==> src/rtl/filter_sample_pacer.sv <==
// filter_sample_pacer: paces samples from a small FIFO into a band-pass
// filter core. It issues a one-cycle EN strobe with u held stable between
// strobes, and captures the filter output two cycles after each strobe.
// Optional build macro: PACER_ZERO_FILL_EN. When it is defined, an empty slot
// still strobes, with u=0. When it is undefined, an empty slot is skipped.
module filter_sample_pacer #(
  parameter int WIDTH = 21,
  parameter int DEPTH = 8,
  parameter int DIV_W = 16
) (
  input  logic             clk,
  input  logic             rst,
  input  logic [WIDTH-1:0] in_data,
  input  logic             in_valid,
  output logic             in_ready,
  input  logic [DIV_W-1:0] period,
  input  logic             start,
  input  logic             stop,
  output logic [WIDTH-1:0] u,
  output logic             EN,
  input  logic [WIDTH-1:0] y_in,
  output logic [WIDTH-1:0] cap_data,
  output logic             cap_valid,
  output logic             underrun,
  output logic             busy,
  output logic [DIV_W-1:0] sample_cnt
);

  localparam int AW = $clog2(DEPTH);

  typedef enum logic {S_IDLE, S_RUN} state_t;

  state_t           r_state;
  state_t           w_state_nxt;

  logic [WIDTH-1:0] r_mem [DEPTH];
  logic [AW:0]      r_wptr;
  logic [AW:0]      r_rptr;
  logic             w_empty;
  logic             w_full;
  logic             w_push;
  logic             w_pop;

  logic [DIV_W-1:0] w_period_eff;
  logic [DIV_W-1:0] r_eff;
  logic [DIV_W-1:0] r_cnt;
  logic             r_stop_pend;
  logic             w_slot;
  logic             w_strobe;
  logic             w_stop_now;

  logic [WIDTH-1:0] r_u;
  logic             r_en;
  logic             r_en_d1;
  logic [WIDTH-1:0] r_cap_data;
  logic             r_cap_valid;
  logic             r_underrun;
  logic [DIV_W-1:0] r_sample_cnt;

  // Pointers carry one extra wrap bit, so full and empty can be told apart.
  assign w_empty  = (r_wptr == r_rptr);
  assign w_full   = (r_wptr[AW] != r_rptr[AW]) && (r_wptr[AW-1:0] == r_rptr[AW-1:0]);
  assign in_ready = !w_full;
  assign w_push   = in_valid && !w_full;

  // Periods below 2 are clamped. Otherwise EN could never drop between strobes.
  assign w_period_eff = (period < DIV_W'(2)) ? DIV_W'(2) : period;

  // The slot decision is made one cycle early because EN and u are registered.
  // A start in the decision cycle restarts the pacer, and that slot is skipped.
  assign w_slot     = (r_state == S_RUN) && !start && (r_cnt == DIV_W'(1));
  assign w_pop      = w_slot && !w_empty;
  assign w_stop_now = stop || r_stop_pend;
`ifdef PACER_ZERO_FILL_EN
  assign w_strobe   = w_slot;
`else
  assign w_strobe   = w_pop;
`endif

  // State register
  always_ff @(posedge clk or negedge rst) begin
    if (!rst) r_state <= S_IDLE;
    else      r_state <= w_state_nxt;
  end

  // Next-state logic: start always (re)enters RUN; stop takes effect at a slot
  always_comb begin
    w_state_nxt = r_state;
    case (r_state)
      S_IDLE: if (start) w_state_nxt = S_RUN;
      S_RUN: begin
        if (start)                         w_state_nxt = S_RUN;
        else if (w_slot && w_stop_now)     w_state_nxt = S_IDLE;
      end
      default: w_state_nxt = S_IDLE;
    endcase
  end

  // Output logic of the state machine
  always_comb begin
    busy = (r_state == S_RUN);
  end

  // Period counter, latched period and pending-stop flag
  always_ff @(posedge clk or negedge rst) begin
    if (!rst) begin
      r_eff       <= '0;
      r_cnt       <= '0;
      r_stop_pend <= 1'b0;
    end else begin
      if (start) begin
        r_eff <= w_period_eff;
        r_cnt <= w_period_eff - DIV_W'(1);
      end else if (r_state == S_RUN) begin
        r_cnt <= (r_cnt == DIV_W'(1)) ? r_eff : r_cnt - DIV_W'(1);
      end
      if (start || w_slot)                r_stop_pend <= 1'b0;
      else if (stop && r_state == S_RUN)  r_stop_pend <= 1'b1;
    end
  end

  // FIFO storage; data only, so no reset
  always_ff @(posedge clk) begin
    if (w_push) r_mem[r_wptr[AW-1:0]] <= in_data;
  end

  // FIFO pointers; pops happen only at strobe slots
  always_ff @(posedge clk or negedge rst) begin
    if (!rst) begin
      r_wptr <= '0;
      r_rptr <= '0;
    end else begin
      if (w_push) r_wptr <= r_wptr + 1'b1;
      if (w_pop)  r_rptr <= r_rptr + 1'b1;
    end
  end

  // Strobe, held sample, strobe count and sticky underrun
  always_ff @(posedge clk or negedge rst) begin
    if (!rst) begin
      r_u          <= '0;
      r_en         <= 1'b0;
      r_sample_cnt <= '0;
      r_underrun   <= 1'b0;
    end else begin
      r_en <= w_strobe;
      if (w_pop)         r_u <= r_mem[r_rptr[AW-1:0]];
      else if (w_strobe) r_u <= '0;
      if (start)         r_sample_cnt <= '0;
      else if (w_strobe) r_sample_cnt <= r_sample_cnt + DIV_W'(1);
      if (start)                   r_underrun <= 1'b0;
      else if (w_slot && w_empty)  r_underrun <= 1'b1;
    end
  end

  // Capture y_in one cycle after a strobe; this is independent of RUN state
  always_ff @(posedge clk or negedge rst) begin
    if (!rst) begin
      r_en_d1     <= 1'b0;
      r_cap_valid <= 1'b0;
      r_cap_data  <= '0;
    end else begin
      r_en_d1     <= r_en;
      r_cap_valid <= r_en_d1;
      if (r_en_d1) r_cap_data <= y_in;
    end
  end

  assign u          = r_u;
  assign EN         = r_en;
  assign cap_data   = r_cap_data;
  assign cap_valid  = r_cap_valid;
  assign underrun   = r_underrun;
  assign sample_cnt = r_sample_cnt;

endmodule

==> config.mk <==
export PLATFORM = sky130hd
export DESIGN_NAME = filter_sample_pacer
export DESIGN_NICKNAME = d
export VERILOG_FILES = /design/src/rtl/filter_sample_pacer.sv
export SDC_FILE = /design/constraint.sdc
export NUM_CORES = 1
export LEC_CHECK = 0
export ABC_AREA = 1
export CAP_MARGIN = 10
export CORE_ASPECT_RATIO = 1.25
export CORE_MARGIN = 4
export CORE_UTILIZATION = 60
export DETAILED_ROUTE_END_ITERATION = 8
export PLACE_DENSITY = 0.92
export SLEW_MARGIN = 0
export SYNTH_ARGS = -nofsm -noshare
export SYNTH_HDL_FRONTEND = slang
export SYNTH_SLANG_ARGS = --single-unit
export TNS_END_PERCENT = 1
==> constraint.sdc <==
create_clock -name clk -period 7.05 [get_ports clk]
set_clock_uncertainty 0.2 [all_clocks]
set_input_delay 1.7625 -clock clk [delete_from_list [all_inputs] [get_ports clk]]
set_output_delay 1.7625 -clock clk [all_outputs]
set_load 0.02 [all_outputs]
==> results of run 1 <==
==> synth_stat cells, types with 2 or more instances <==
cell	count
nor3_1	9
mux2_2	21
nor2_2	9
nand2_4	2
mux2i_1	13
o21ai_0	84
nor2_1	113
inv_4	3
o221ai_1	26
xnor2_1	4
nand2_1	212
o211ai_1	7
nand3_1	89
inv_2	5
buf_1	2
ha_1	5
dfrtp_1	104
o21ai_2	6
o22ai_1	3
or2_2	2
a22oi_1	2
buf_6	4
a21oi_1	27
nand4_1	7
inv_1	64
nor4_1	7
a31oi_1	3
buf_2	13
edfxtp_1	168
o31ai_1	3
nor2_4	3
clkbuf_1	27
nor3_2	2
o21ai_1	7
xor2_1	18
==> metal layers <==
| layer | GRT usage | wire [um] | vias to the layer above | share of wire |
|---|---|---|---|---|
| met3 | 0.0293 | 1870 | 61 | 0.067 |
| li1 | - | - | 4022 | - |
| met5 | 0 | 0 | - | 0 |
| met2 | 0.456 | 15000 | 417 | 0.54 |
| met1 | 0.297 | 10300 | 4156 | 0.37 |
| met4 | 0.101 | 812 | 0 | 0.029 |
==> worst max-delay path by stage <==
stage / end / slack (ps) / start
final: in_ready / 2460 / r_rptr[0]$_DFFE_PN0P_
after global routing: in_ready / 2310 / r_rptr[0]$_DFFE_PN0P_
after CTS: in_ready / 2450 / r_rptr[0]$_DFFE_PN0P_
after detailed placement: r_cnt[12]$_DFFE_PN0P_ / 2660 / start
after global placement: r_cnt[12]$_DFFE_PN0P_ / 2710 / start
after floorplan: r_mem[0][0]$_DFFE_PP_ / 3370 / in_valid
==> cells by family after synthesis <==
logic type,after synthesis,synth area share
xor gates and xnor gates,22,0.0163
AOI/OAI and AO/OA,170,0.0861
muxes,34,0.0310
and+or+nand+nor,462,0.171
buffers and inverters,120,0.0430
adders and majority gates,5,0.00529
DFF,272,0.647
==> worst max-delay path: stages, from the launching register on <==
cell	delay [ps]
dfrtp_2	350
buf_4	730
xnor2_1	180
nand3_1	190
clkdlybuf4s50_1	630
==> state kept, by name, summed over array words and instances, names as in the netlist <==
signal       count
cap_valid        1
busy             1
underrun         1
r_stop_pend      1
sample_cnt      16
u               21
r_cnt           16
r_mem          168
cap_data        21
r_wptr           4
r_rptr           4
EN               1
r_eff           16
r_en_d1          1
==> power groups by stage <==
stage / clock, W / combinational (W) / sequential [W]
after floorplan: 0 / 0.000208 / 0.00194
after global placement: 0 / 0.000339 / 0.00195
after detailed placement: 0 / 0.000357 / 0.00196
after CTS: 0.00140 / 0.000361 / 0.00193
after global routing: 0.00147 / 0.000421 / 0.00194
final: 0.00138 / 0.000389 / 0.00193
==> area by class of cell <==
class | count | share of cell area
multi-input cells | 693 | 0.259
inverters | 73 | 0.0198
flip-flops and latches | 272 | 0.539
clock buffers | 32 | 0.0474
clock inverters | 16 | 0.0126
well taps | 265 | 0.0234
repair buffers | 136 | 0.0987
==> through the flow <==
step	hold slack (ps)	setup slack, ps	total power [W]
6_report	188	2460	0.00370
2_1_floorplan	198	3370	0.00215
4_1_cts	193	2450	0.00368
3_3_place_gp	193	2710	0.00229
3_5_place_dp	178	2660	0.00231
5_1_grt	198	2310	0.00382
==> metrics.csv, run 1 <==
metric,value,unit
DRT Pass-1 Iters,6,
Worst Hold End,r_en_d1$_DFF_PN0_,
RSZ-0062 raised after global routing,false,
DRC viols,0,
DP Area,0.0132,mm^2
first-pass GRT wire length,43.6,mm
Hold Crit Start,EN$_DFF_PN0_,
#FFs+latches synth,272,
R2R setup slack,3590,ps
CTS Buffer Depth,3,
hold crit path type,flop to flop,
share of power burned in combinational logic,0.105,
startpoint type of the worst setup path,flop,
initial antenna violation count,0,
Placed Instances,1433,
final core occ,0.732,
CP max FO,88,
Die Width,134,um
die height,165,um
yosys warns,0,
slew margin rel.,0.202,
maxcap violations,0,
critical path required time,5090,ps
final instance area,0.0142,mm^2
"commonest cells after routing, fill and taps aside","nand2_1, edfxtp_1, clkdlybuf4s50_1",
crit path time final,4590,ps
fraction of layout cells with a size suffix above 1,0.0982,
post-synth net total,1153,
Worst Setup End Kind,output port,
Synth cell types,46,
area of the multi-input gates,0.00368,mm^2
hold buffer count at CTS,0,
Final Hold Viols,0,
Final Cycle Share,0.652,
sequential power share,0.521,
worst r2r src,r_rptr[0]$_DFFE_PN0P_,
NumNets Final,1270,
die area,0.0220,mm^2
clock slew at reported path FFs,60,ps
"commonest non-fill, non-tap cell in the layout",nand2_1,
Register Area,0.00765,mm^2
synthesized cell area,0.0118,mm^2
DR vias,8656,
area delta synth->final,20.1,%
maximum VDD drop,0.232,mV
CTS tree,done,
clock power share,0.374,
Static Leak,5.61,nW
Post-DRT Antenna Nets,0,
f_max,218,MHz
Final setup viols,0,
Post-synth EDFFs,168,
Routed Wire Length,28.0,mm
top-area cell type share of the netlist area,0.427,
setup TNS,0,ps
post-synth top area cell,edfxtp_1,
vias in the first global route,8730,
Most used DFF post-synth,edfxtp_1,
Worst Tran Pin Value,1200,ps
Critical Path AT,2630,ps
crit path kind,flop to output port,
Pwr Density,261,mW/mm^2
worst reg-to-reg path cell count,6,
Async SR Flop Fraction,0.382,
largest net degree at the start of global routing,89,
CTS Sinks,272,
Non-Filler Instances,1487,
"Setup Fix Bufs, Post-CTS",0,
n_diodes,0,
Switching Power,0.000909,W
Internal Power,0.00279,W
wire per inst,18.8,um
port bufs,125,
"Slew Viols, Final",0,
I/O pin count,126,
status,completed,
Clock Latency Late Sink,540,ps
post-CTS sizing,0,
global route overflow,0,
reg2reg end,r_mem[2][3]$_DFFE_PP_,
FP Rows,57,
Sw Share,0.246,
total core area,0.0194,mm^2
CTS buffer count,26,
"top cells by area, synth","edfxtp_1, dfrtp_1, nand2_1, nand3_1, nor2_1",
Post-Syn Area per Cell,10.9,um^2
Hold Crit Depth,0,
Initial Util,0.609,
H-Tree Depth,1,
root buf cell,clkbuf_16,
gpl congestion,0.925,
Total GRT Usage,0.248,
routed vias/inst,5.82,
DRT iter0 DRCs,1005,
DP HPWL,17.8,mm
Mapped Cells,1085,
Fillers,1267,
sequential share of the synthesized area,0.647,
(Power assumes the default switching activity.)
==> inputs of run 2 (changes only) <==
CORE_UTILIZATION = 51   (was 60)
PLACE_DENSITY = 0.84   (was 0.92)
clock period = 4 ns   (was 7.05 ns; I/O delays follow)
==> run 2 against run 1 <==
Effect of this change: global-route usage shrank 2.6 points; hold slack gained 46 ps; utilization shrank 11 points; power grew 83%; final cell count grew 2.0%.
==> metrics.csv, run 2 (synthesis gave the netlist of run 1 again) <==
metric,value,unit
Pwr Density,472,mW/mm^2
clock slew at reported path FFs,60,ps
met2 usage,0.387,
Final Hold Viols,0,
DP HPWL,18.7,mm
share of power burned in combinational logic,0.097,
Fillers,1692,
R2R setup slack,1260,ps
critical path cell sequence,"xor2_1, nor2_1, nand3_1, clkdlybuf4s50_1",
n_diodes,0,
post-CTS sizing,0,
NumNets Final,1278,
sequential power share,0.501,
Worst Hold End,r_en_d1$_DFF_PN0_,
Die Width,144,um
hold crit path type,flop to flop,
Critical Path AT,2190,ps
clock power share,0.402,
root buf cell,clkbuf_16,
Sw Share,0.234,
Total GRT Usage,0.222,
Initial Util,0.517,
gpl congestion,0.924,
area delta synth->final,21.3,%
Largest register FFs,168,
RSZ-0062 raised after global routing,false,
first-pass GRT wire length,45.4,mm
Switching Power,0.00158,W
total core area,0.0229,mm^2
wire per inst,18.9,um
Register Area,0.00765,mm^2
final instance area,0.0143,mm^2
Worst path max stage delay,580,ps
"Slowest-stage cell, CP",clkdlybuf4s50_1,
Internal Power,0.00518,W
DRC viols,0,
DP Area,0.0134,mm^2
Worst Setup End Kind,output port,
Hold Crit Depth,0,
CTS tree,done,
critical path required time,2800,ps
FP Rows,62,
"commonest cells after routing, fill and taps aside","nand2_1, edfxtp_1, clkdlybuf4s50_1",
worst reg-to-reg path cell count,8,
CTS Buffer Depth,3,
final worst slack,608,ps
maxcap violations,0,
CP max FO,10,
slew margin rel.,0.308,
reg2reg end,r_mem[5][16]$_DFFE_PP_,
"commonest non-fill, non-tap cell in the layout",nand2_1,
crit path time final,3390,ps
initial antenna violation count,0,
CTS buffer count,27,
status,completed,
GR Util met1,0.279,
largest net degree at the start of global routing,87,
H-Tree Depth,1,
DRT iter0 DRCs,842,
Hold Crit Start,EN$_DFF_PN0_,
Post-DRT Antenna Nets,0,
crit path kind,flop to output port,
DR vias,8695,
Most Crowded Layer GR,met2,
Routed Wire Length,28.6,mm
global route overflow,0,
DRT Pass-1 Iters,5,
startpoint type of the worst setup path,flop,
f_max,295,MHz
Final setup viols,0,
area of the multi-input gates,0.00368,mm^2
DP Worst Slack,813,ps
Static Leak,5.69,nW
worst r2r src,r_rptr[2]$_DFFE_PN0P_,
vias in the first global route,8638,
hold buffer count at CTS,0,
Final Cycle Share,0.848,
CTS Sinks,272,
Clock Latency Late Sink,530,ps
setup TNS,0,ps
"Slew Viols, Final",0,
die area,0.0257,mm^2
die height,178,um
routed vias/inst,5.73,
port bufs,125,
fraction of layout cells with a size suffix above 1,0.104,
"Setup Fix Bufs, Post-CTS",0,
maximum VDD drop,0.376,mV
I/O pin count,126,
M3 GR Usage,0.0381,
Worst Tran Pin Value,1040,ps
## run 2: cell count changes in the layout (fill, tap and decap cells not counted), moves of 2 or more
cell | previous run | this run
buf_16 | 2 | 0
buf_4 | 6 | 17
buf_8 | 3 | 0
bufinv_16 | 3 | 6
clkbuf_8 | 0 | 3
clkinv_2 | 5 | 2
clkinvlp_4 | 3 | 0
inv_6 | 0 | 2
## run 2: worst max path at each step
stage,start,to,depth (start not counted)
after global placement,in_valid,r_mem[6][6]$_DFFE_PP_,5
after CTS,r_rptr[2]$_DFFE_PN0P_,in_ready,4
final,r_rptr[2]$_DFFE_PN0P_,in_ready,4
after global routing,r_rptr[2]$_DFFE_PN0P_,in_ready,4
after floorplan,in_valid,r_mem[0][0]$_DFFE_PP_,3
after detailed placement,in_valid,r_mem[5][8]$_DFFE_PP_,6
## run 2: routing by layer
| metal | routed length [um] | vias to the layer above | part of all wire |
|---|---|---|---|
| li1 | - | 4023 | - |
| met1 | 10800 | 4217 | 0.38 |
| met2 | 14900 | 384 | 0.52 |
| met3 | 2070 | 71 | 0.072 |
| met4 | 865 | 0 | 0.030 |
| met5 | 0 | - | 0 |
## run 2: worst max-delay path, delay by kind of cell (launching register included)
family	cells	cell delay, ps
flops	1	560
simple gates	2	310
xor+xnor	1	220
buf+inv	1	580
## run 2: area by class of cell
class / instances / share of cell area
flip-flops and latches: 272 / 0.533
repair buffers: 143 / 0.0979
clock buffers: 35 / 0.0513
well taps: 288 / 0.0251
inverters: 73 / 0.0196
clock inverters: 13 / 0.0156
multi-input cells: 693 / 0.257
## run 2: power groups by stage
stage	sequential [W]	combinational [W]	clock (W)
2_1_floorplan	0.00342	0.000367	0
3_3_place_gp	0.00343	0.000630	0
3_5_place_dp	0.00344	0.000655	0
4_1_cts	0.00339	0.000659	0.00276
5_1_grt	0.00341	0.000729	0.00289
6_report	0.00339	0.000656	0.00272
## run 2: per-stage QoR
step	utilization	hold slack (ps)	power, W	instances
after floorplan	-	198	0.00379	1085
after global placement	0.585	222	0.00406	1469
after detailed placement	0.585	217	0.00410	1469
after CTS	0.627	234	0.00681	1517
after global routing	0.627	237	0.00703	1517
final	0.627	234	0.00677	1517
==> RTL edit: new RTL, config.mk and constraints of run 1 <==
Make the reset (`rst`) synchronous in 5 clocked blocks.
--- a/src/rtl/filter_sample_pacer.sv
+++ b/src/rtl/filter_sample_pacer.sv
@@ -78,7 +78,7 @@
 `endif
 
   // State register
-  always_ff @(posedge clk or negedge rst) begin
+  always_ff @(posedge clk) begin
     if (!rst) r_state <= S_IDLE;
     else      r_state <= w_state_nxt;
   end
@@ -102,7 +102,7 @@
   end
 
   // Period counter, latched period and pending-stop flag
-  always_ff @(posedge clk or negedge rst) begin
+  always_ff @(posedge clk) begin
     if (!rst) begin
       r_eff       <= '0;
       r_cnt       <= '0;
@@ -125,7 +125,7 @@
   end
 
   // FIFO pointers; pops happen only at strobe slots
-  always_ff @(posedge clk or negedge rst) begin
+  always_ff @(posedge clk) begin
     if (!rst) begin
       r_wptr <= '0;
       r_rptr <= '0;
@@ -136,7 +136,7 @@
   end
 
   // Strobe, held sample, strobe count and sticky underrun
-  always_ff @(posedge clk or negedge rst) begin
+  always_ff @(posedge clk) begin
     if (!rst) begin
       r_u          <= '0;
       r_en         <= 1'b0;
@@ -154,7 +154,7 @@
   end
 
   // Capture y_in one cycle after a strobe; this is independent of RUN state
-  always_ff @(posedge clk or negedge rst) begin
+  always_ff @(posedge clk) begin
     if (!rst) begin
       r_en_d1     <= 1'b0;
       r_cap_valid <= 1'b0;
Formal check against the unedited RTL: differs if rst is asserted again (counterexample within 4 cycles, from zero or initial values and one cycle with rst low); with rst held inactive, the same outputs for 4 cycles.
==> RTL edit against run 1 <==
Non-clock buffer count rose by 3; routed wire length rose by 6.9%; power fell by 4.8%; worst setup slack got worse by 0.43 ns; synthesized area fell by 2.9%; cell count rose by 6.4%; sequential share of layout area fell by 2.4 points; highest routed layer unchanged; sequential cell count did not move; maximum frequency fell by 8.5%; die area fell by 2.8%; design area fell by 2.4%; clock power rose by 12%.
==> RTL edit: results (changes against run 1) <==
Crit Path Max Fanout=67 (-24%); EDFF count, synth=168 (unchanged); final instance area=0.0139 mm2 (-2.4%); port buffer count=125 (unchanged); register area share after synthesis=62.1% (-2.6 points); pre-CTS setup slack=2.24 ns (-0.417 ns); All-Layer GR Usage=27.3% (+2.5 points); initial antenna violation count=0 (unchanged); First DRT Iteration DRCs=1043 (+3.8%); Antenna diodes=0 (unchanged); Net Switching=0.000762 W (-16%); # placed instances=1534 (+7.0%); ys flop type=edfxtp_1; FFs w/ async S/R, synth=0% (-38 points); Post-synth top cells=nor2_1 (205), nand2_1 (199), edfxtp_1 (168), o21ai_0 (168), dfxtp_1 (104); arrival time of the worst setup path=3.06 ns (+0.43 ns); IR drop worst, VDD=0.283 mV (+22%); library cells used by synthesis=37 (-20%); postcts setup bufs=0 (unchanged); Final GP Congestion=0.967 (+4.5%); status=completed; vias after detailed routing=9457 (+9.3%); first-pass GRT wire length=47.7 mm (+9.3%); # fillers=1250 (-1.3%); post-CTS sizing=0 (unchanged); largest net degree at the start of global routing=87 (-2.2%); share of cells above drive strength 1=6.22% (-3.6 points); Final nets=1398 (+10%); Largest register FFs=168 (unchanged); leak pwr=5.11 nW (-8.9%); Cell Area, Placed=0.0129 mm2 (-2.5%); cts bufs inserted=26 (unchanged); HPWL after DPL=18.4 mm (+3.0%); Worst-Skew Late Latency=0.53 ns; H-Tree Depth=1 (unchanged); final std cells w/o fill=1582 (+6.4%); final wirelength=29.9 mm (+6.9%); Synth Instances=1221 (+13%); syn nets=1289 (+12%); worst-margin pin slew=0.999 ns (-0.197 ns); Root Driver=clkbuf_16; Area contributors post-synth=edfxtp_1 (44%), dfxtp_1 (18%), o21ai_0 (7.3%), nor2_1 (6.7%), nand2_1 (6.5%)
RTL edit: changes by cell type after synthesis, moves of 14 or more:
cell / delta
dfrtp_1: -104
nor2_1: +92
o221ai_1: -26
o22ai_1: +20
a21oi_1: +39
clkbuf_1: +14
dfxtp_1: +104
a31oi_1: +22
nand3_1: -47
mux2_2: -21
o21ai_0: +84
RTL edit: logic make-up after synthesis:
kind of cell / after synthesis / synth area share (%)
flops: 272 / 62.1
buf+inv: 139 / 4.78
fa+ha+maj: 5 / 0.545
compound gates: 299 / 13.7
xor+xnor: 18 / 1.37
simple gates: 488 / 17.5
RTL edit: final timing paths:
path         slack (ns)  cells past startpoint                   start                endpoint
max                2.03                      7  r_rptr[1]$_SDFFE_PN0P_                in_ready
min                0.26                      2  r_eff[15]$_SDFFE_PN0P_  r_eff[15]$_SDFFE_PN0P_
max reg2reg        3.31                     10  r_rptr[0]$_SDFFE_PN0P_   r_mem[7][8]$_DFFE_PP_
min reg2reg        0.26                      2  r_eff[15]$_SDFFE_PN0P_  r_eff[15]$_SDFFE_PN0P_
RTL edit: critical path, stage by stage, from the launching register on:
cell,delay (ns)
dfxtp_2,0.32
buf_4,0.54
inv_1,0.57
nand2_1,0.18
nand4_1,0.09
nor2_1,0.13
nand2_1,0.13
clkdlybuf4s50_1,0.56
RTL edit: power groups by stage:
| stage | Sequential, W | Combinational [W] | Clock [W] |
|---|---|---|---|
| 2_1_floorplan | 0.00178 | 0.000125 | 0 |
| 3_3_place_gp | 0.00178 | 0.000210 | 0 |
| 3_5_place_dp | 0.00178 | 0.000217 | 0 |
| 4_1_cts | 0.00175 | 0.000219 | 0.00156 |
| 5_1_grt | 0.00175 | 0.000245 | 0.00163 |
| 6_report | 0.00175 | 0.000222 | 0.00155 |
RTL edit: area by class of cell:
type | instances | area share, %
clock inverter | 20 | 2.03
tap | 232 | 2.09
inverter | 81 | 2.20
timing repair buffer | 139 | 9.75
clock buffer | 28 | 4.90
multi-input combinational | 810 | 27.6
sequential | 272 | 51.4
RTL edit: per-layer routing:
| layer | vias up | global-route usage [%] | wire [um] |
|---|---|---|---|
| li1 | 4405 | - | - |
| met4 | 0 | 11.2 | 1070 |
| met2 | 521 | 50.2 | 15800 |
| met3 | 108 | 4.54 | 2220 |
| met1 | 4423 | 31.7 | 10900 |
| met5 | - | 0 | 0 |
